==> config.mk <==
export PLATFORM = sky130hd
export DESIGN_NAME = conv_lbx_seq
export DESIGN_NICKNAME = d
export VERILOG_FILES = /design/src/rtl/conv_lbx_seq.sv
export SDC_FILE = /design/constraint.sdc
export NUM_CORES = 1
export LEC_CHECK = 0
export ABC_AREA = 0
export BUFFER_PORTS_ARGS = -buffer_cell sky130_fd_sc_hd__buf_2
export CAP_MARGIN = 40
export CORE_ASPECT_RATIO = 1.75
export CORE_MARGIN = 2
export CORE_UTILIZATION = 25
export DETAILED_ROUTE_END_ITERATION = 6
export GPL_ROUTABILITY_DRIVEN = 0
export PLACE_DENSITY_LB_ADDON = 0.08
export SYNTH_ARGS = -nofsm -noshare
export SYNTH_HDL_FRONTEND = slang
export SYNTH_SLANG_ARGS = --single-unit
==> constraint.sdc <==
create_clock -name clk -period 2.4 [get_ports clk]
set_input_delay 0.48 -clock clk [delete_from_list [all_inputs] [get_ports clk]]
set_output_delay 0.48 -clock clk [all_outputs]
set_load 0.02 [all_outputs]
==> src/rtl/conv_lbx_seq.sv <==
// Write-side sequencer and row-ordering stage for the 4-line buffer array.
// Assigns lines round-robin to buffers and rebuilds a 5-row column, oldest row first.

package conv_pkg;
    parameter int unsigned PIXEL_W     = 8;
    parameter int unsigned IMAGE_MAX_W = 8;
    typedef logic [PIXEL_W-1:0] pixel_t;
endpackage

module conv_lbx_seq
    import conv_pkg::*;
(
    input  logic           clk,
    input  logic           rst,
    input  logic           s_vld_i,
    output logic           s_rdy_o,
    input  pixel_t         s_dat_i,
    input  logic           s_sof_i,
    input  logic           s_eol_i,
    output logic [4:1]     lb_push_o,
    output logic           lb_pop_o,
    output pixel_t         lb_dat_o,
    output logic           lb_sof_o,
    output logic [4:1]     lb_eol_o,
    input  pixel_t [4:1]   lb_colD_i,
    output logic           m_vld_o,
    output pixel_t [5:1]   m_col_o,
    output logic [4:1]     m_row_vld_o,
    output logic           m_sof_o,
    output logic           m_eol_o,
    output logic           err_o
);

    localparam int unsigned PcntW = $clog2(IMAGE_MAX_W) + 1;

    localparam logic [0:0] StIdle   = 1'b0;
    localparam logic [0:0] StActive = 1'b1;

    logic [0:0]       state_q, state_d;
    logic [1:0]       wr_ptr_q, wr_ptr_d;
    logic [2:0]       lines_q, lines_d;
    logic [PcntW-1:0] pcnt_q, pcnt_d;
    logic             err_q, err_d;

    logic             acc;
    logic             sof_acc;
    logic             in_frame;
    logic             ovf;
    logic             proc;
    logic             drop_ovf;
    logic [1:0]       eff_ptr;
    logic [2:0]       eff_lines;
    logic [PcntW-1:0] eff_pcnt;

    // Pipe stages 1 and 2; the output registers form the third stage.
    logic       s1_vld_q, s1_sof_q, s1_eol_q;
    pixel_t     s1_pix_q;
    logic [1:0] s1_ptr_q;
    logic [2:0] s1_lines_q;
    logic       s2_vld_q, s2_sof_q, s2_eol_q;
    pixel_t     s2_pix_q;
    logic [1:0] s2_ptr_q;
    logic [2:0] s2_lines_q;

    logic         m_vld_q, m_vld_d;
    pixel_t [5:1] m_col_q, m_col_d;
    logic [4:1]   m_row_vld_q, m_row_vld_d;
    logic         m_sof_q, m_sof_d;
    logic         m_eol_q, m_eol_d;

    pixel_t [4:1] rot_col;
    logic [4:1]   rot_vld;

    function automatic pixel_t pick_col(input pixel_t [4:1] cols, input logic [1:0] idx);
        pixel_t sel;
        unique case (idx)
            2'd0:    sel = cols[1];
            2'd1:    sel = cols[2];
            2'd2:    sel = cols[3];
            default: sel = cols[4];
        endcase
        return sel;
    endfunction

    assign s_rdy_o  = !rst;
    assign acc      = s_vld_i & s_rdy_o;
    assign sof_acc  = acc & s_sof_i;
    assign in_frame = s_sof_i | (state_q == StActive);

    // A sof pixel sees a fresh frame: pointer, line count and column all zero.
    assign eff_ptr   = s_sof_i ? 2'd0 : wr_ptr_q;
    assign eff_lines = s_sof_i ? 3'd0 : lines_q;
    assign eff_pcnt  = s_sof_i ? '0   : pcnt_q;

    assign ovf      = (eff_pcnt == PcntW'(IMAGE_MAX_W)) & ~s_eol_i;
    assign proc     = acc & in_frame & ~ovf;
    assign drop_ovf = acc & in_frame & ovf;

    always_comb begin
        lb_push_o = '0;
        if (proc) begin
            unique case (eff_ptr)
                2'd0:    lb_push_o = 4'b0001;
                2'd1:    lb_push_o = 4'b0010;
                2'd2:    lb_push_o = 4'b0100;
                default: lb_push_o = 4'b1000;
            endcase
        end
    end

    assign lb_pop_o = proc & (eff_lines != 3'd0);
    assign lb_dat_o = proc ? s_dat_i : '0;
    assign lb_sof_o = proc & s_sof_i;
    assign lb_eol_o = lb_push_o & {4{s_eol_i}};

    always_comb begin
        state_d  = state_q;
        wr_ptr_d = wr_ptr_q;
        lines_d  = lines_q;
        pcnt_d   = pcnt_q;
        err_d    = err_q | drop_ovf;
        if (sof_acc) begin
            state_d = StActive;
        end
        if (proc) begin
            wr_ptr_d = eff_ptr;
            lines_d  = eff_lines;
            pcnt_d   = eff_pcnt + PcntW'(1);
            if (s_eol_i) begin
                wr_ptr_d = eff_ptr + 2'd1;
                lines_d  = (eff_lines == 3'd4) ? 3'd4 : eff_lines + 3'd1;
                pcnt_d   = '0;
            end
        end
    end

    always_ff @(posedge clk) begin
        if (rst) begin
            state_q  <= StIdle;
            wr_ptr_q <= '0;
            lines_q  <= '0;
            pcnt_q   <= '0;
            err_q    <= 1'b0;
        end else begin
            state_q  <= state_d;
            wr_ptr_q <= wr_ptr_d;
            lines_q  <= lines_d;
            pcnt_q   <= pcnt_d;
            err_q    <= err_d;
        end
    end

    always_ff @(posedge clk) begin
        if (rst) begin
            s1_vld_q   <= 1'b0;
            s1_sof_q   <= 1'b0;
            s1_eol_q   <= 1'b0;
            s1_pix_q   <= '0;
            s1_ptr_q   <= '0;
            s1_lines_q <= '0;
            s2_vld_q   <= 1'b0;
            s2_sof_q   <= 1'b0;
            s2_eol_q   <= 1'b0;
            s2_pix_q   <= '0;
            s2_ptr_q   <= '0;
            s2_lines_q <= '0;
        end else begin
            s1_vld_q   <= proc;
            s1_sof_q   <= s_sof_i;
            s1_eol_q   <= s_eol_i;
            s1_pix_q   <= s_dat_i;
            s1_ptr_q   <= eff_ptr;
            s1_lines_q <= eff_lines;
            s2_vld_q   <= s1_vld_q;
            s2_sof_q   <= s1_sof_q;
            s2_eol_q   <= s1_eol_q;
            s2_pix_q   <= s1_pix_q;
            s2_ptr_q   <= s1_ptr_q;
            s2_lines_q <= s1_lines_q;
        end
    end

    // Row j reads the buffer j-1 slots past the write pointer; that is line n-5+j.
    for (genvar j = 1; j <= 4; j++) begin : g_rot
        assign rot_vld[j] = (s2_lines_q >= 3'(5 - j));
        assign rot_col[j] = rot_vld[j] ? pick_col(lb_colD_i, s2_ptr_q + 2'(j - 1)) : '0;
    end

    always_comb begin
        m_vld_d     = s2_vld_q;
        m_sof_d     = s2_vld_q & s2_sof_q;
        m_eol_d     = s2_vld_q & s2_eol_q;
        m_col_d     = m_col_q;
        m_row_vld_d = m_row_vld_q;
        if (s2_vld_q) begin
            m_col_d     = {s2_pix_q, rot_col};
            m_row_vld_d = rot_vld;
        end
    end

    always_ff @(posedge clk) begin
        if (rst) begin
            m_vld_q     <= 1'b0;
            m_col_q     <= '0;
            m_row_vld_q <= '0;
            m_sof_q     <= 1'b0;
            m_eol_q     <= 1'b0;
        end else begin
            m_vld_q     <= m_vld_d;
            m_col_q     <= m_col_d;
            m_row_vld_q <= m_row_vld_d;
            m_sof_q     <= m_sof_d;
            m_eol_q     <= m_eol_d;
        end
    end

    assign m_vld_o     = m_vld_q;
    assign m_col_o     = m_col_q;
    assign m_row_vld_o = m_row_vld_q;
    assign m_sof_o     = m_sof_q;
    assign m_eol_o     = m_eol_q;
    assign err_o       = err_q;

endmodule

==> summary.md <==
| Metric | Value |
|---|---|
| Status | `completed` |
| Initial drt markers | `a little over 50` |
| Post-synth EDFFs | `0` |
| CP arrival | `1820 ps` |
| Worst-margin pin slew | `between 600 and 700 ps` |
| Cells along the critical path | `nor2b_4, inv_1, ha_1, and4b_2, nor2_4, and2_1, buf_4` |
| Max-cap violations | `0` |
| Nets | `585` |
| Bufs on Longest Clock Path | `2` |
| Antenna diodes | `0` |
| Detailed Route WL | `10000 um` |
| Util after Layout | `0.335` |
| Area Overhead vs Synth | `31.5%` |
| Yosys reg bits | `90` |
| Syn Inst Count | `approximately 420` |
| Syn nets | `between 400 and 500` |
| Power Internal | `0.00257 W` |
| Crit Reg-Reg Startpoint | `pcnt_q[1]` |
| Fmax | `0.436 GHz` |
| Clk pwr share | `0.465` |
| Setup Viol. Count Final | `0` |
| Commonest non-fill, non-tap cells in the layout | `buf_2 (104), dfxtp_1 (88), nor2_1 (44)` |
| Vias in the first global route | `about 3000` |
| Post-synthesis cell area | `3780 um2` |
| Die area | `around 16000 um2` |
| Overall routing resource usage | `0.125` |
| Post-route DRC | `0` |
| Maximum vdd drop | `about 0.28 mV` |
| Static Leak | `2.19 nW` |
| Final hold vios | `0` |
| Worst Path Max Fanout | `7` |
| Worst hold stages | `2` |
| Sequential share of the synthesized area | `0.476` |
| Total global routing overflow | `0` |
| CTS tree | `done` |
| Row count | `59` |
| Gate power share | `0.074` |
| Net Sw Power | `between 0.0007 and 0.0008 W` |
| Clock Sinks | `90` |
| Clock latency on the worst-skew pair | `330 ps` |
| First-pass GRT wire length | `about 16000 um` |
| Post-DP HPWL | `approximately 7400 um` |
| Setup ws final | `104 ps` |
| Clock buffer count from CTS | `9` |
| RSZ-0062 raised after global routing | `false` |
| Yosys warnings | `0` |
| Min Tclk post-route | `2300 ps` |
| Switch share | `0.223` |
| Clock Pin Slew Worst Setup and Hold Paths | `roughly 70 ps` |
| Synth Area per Inst | `about 9 um2` |
| Placeable Area | `~15000 um2` |
| Largest net degree at the start of global routing | `between 60 and 70` |
| Worst Path Buf+Inv | `2` |
| Reg2reg setup slack | `about 600 ps` |
| Maximum clock skew at final layout | `around 7 ps` |
| Number of I/O port buffers | `~110` |
| Seq pwr share | `0.461` |
| PD cells | `about 670 nW/um2` |
| Synth Flop Type | `dfxtp_1` |
| CP Launch Type | `flop` |
| Die height | `about 170 um` |
| Slew headroom | `0.534` |
| Crit Reg-Reg Endpoint | `pcnt_q[0]` |
| Setup WS pre-CTS | `slightly above 100 ps` |
| Fin. max-slew vios | `0` |
| Async SR Flop Fraction | `0` |
| TNS Setup | `0 ps` |
| Worst path top cell family by delay | `simple AND/OR/NAND/NOR gates` |
| Starting density of the core | `0.255` |
| Launch point of the worst hold path | `s_dat_i[3]` |
| Fin crit share | `0.957` |
| Setup Crit Path Kind | `flop to primary output` |
| Yosys cell types | `39` |
| Worst Hold Endpoint | `s1_pix_q[3]` |
| Drt pass-1 iters | `4` |
| Cell with the largest stage delay on the worst path | `dfxtp_2` |
| Register-to-Register Path Depth | `7` |
| Initial antenna violation count | `0` |
| WP data required | `~1900 ps` |
| H-tree depth | `3` |
| Via count | `about 3200` |
| Setup crit end kind | `primary output` |
| Wire per inst | `roughly 14 um` |
| Commonest non-fill, non-tap cell in the layout | `buf_2` |
| # IOs | `between 100 and 150` |
| Share of cells above drive strength 1 | `0.317` |
| Vias per inst | `about 4.4` |
| Root buf cell | `clkbuf_16` |
| Horiz. Die Dim | `97.0 um` |
| CP max stage delay | `350 ps` |
| Min-Delay Path Class | `primary input to flop` |
| Post-route ant nets | `0` |
[area by class of cell]
class | count | area [um2]
fillers | 1586 | 9860
multi-input cells | 296 | 1870
flip-flops and latches | 90 | 1800
repair buffers | 126 | 714
clock buffers | 11 | 243
well taps | 183 | 229
clock inverters | 5 | 86.3
inverters | 9 | 33.8
[Yosys cell counts (all sizes together), types with 2 or more instances]
library cell / number / area, um2
and2: 14 / 87.6
o21ai: 37 / 185
ha: 8 / 100
nand2: 40 / 150
nor2: 47 / 181
xnor2: 2 / 17.5
nor2b: 30 / 188
nand2b: 8 / 50.1
dfxtp: 90 / 1800
a21oi: 31 / 155
a22o: 8 / 70.1
inv: 9 / 33.8
mux2i: 27 / 270
nand3: 4 / 20.0
and3: 4 / 25.0
clkbuf: 12 / 45.0
a211oi: 4 / 30.0
mux2: 16 / 180
buf: 15 / 72.6
[logic make-up (layout without fill, tap and decap cells)]
group	Yosys count	after routing	share of synthesized area
flops	90	90	0.476
fa+ha+maj	8	8	0.0265
mux	43	43	0.119
simple gates	153	154	0.197
compound gates	89	89	0.137
buf+inv	36	151	0.0400
xor+xnor	2	2	0.00463
[how the worst max path moves through the flow]
stage	start	end	slack, ps	cells past startpoint
after floorplan	s_sof_i	lb_dat_o[1]	30	9
after global placement	s_sof_i	lb_dat_o[5]	130	8
after detailed placement	s_sof_i	lb_dat_o[5]	100	8
after CTS	pcnt_q[1]	lb_pop_o	7	7
after global routing	pcnt_q[1]	lb_dat_o[5]	2	7
final	pcnt_q[1]	lb_push_o[1]	100	7
[metal layers]
layer	part of all wire	track usage	vias up
met5	0	0	-
met4	0.015	0.0441	0
met3	0.054	0.0298	10
met2	0.54	0.238	83
met1	0.39	0.132	1430
li1	-	-	1649
[stage by stage]
stage	total power [W]	std cells	hold slack [ps]	instance area, um2
floorplan	0.00170	421	406	3790
global placement	0.00180	702	412	4590
detailed placement	0.00181	702	414	4590
CTS	0.00338	719	348	4930
global route	0.00345	720	359	4980
finish	0.00331	720	368	4980
[power by group through the flow]
stage | sequential, W | clock, W | combinational [W]
final | 0.00153 | 0.00154 | 0.000244
after global routing | 0.00153 | 0.00165 | 0.000275
after CTS | 0.00153 | 0.00161 | 0.000246
after detailed placement | 0.00156 | 0 | 0.000243
after global placement | 0.00156 | 0 | 0.000242
after floorplan | 0.00156 | 0 | 0.000136
[timing repair]
| action | CTS | global route |
|---|---|---|
| hold buffers | 0 | 0 |
| resized for setup | 3 | 12 |
| pin swaps | 1 | 2 |
| setup buffers | 0 | 1 |
| gates cloned | 1 | 0 |
| setup endpoints to repair | 13 | 13 |
[state kept, by name, indices dropped and copies added, names as in the netlist, 2 cells and up]
| signal | cells |
|---|---|
| m_row_vld_o | 4 |
| s1_pix_q | 8 |
| wr_ptr_q | 2 |
| s1_ptr_q | 2 |
| s2_pix_q | 8 |
| pcnt_q | 4 |
| m_col_o | 40 |
| lines_q | 3 |
| s1_lines_q | 3 |
| s2_ptr_q | 2 |
| s2_lines_q | 3 |
No activity file was read; power rests on OpenSTA's default activity.
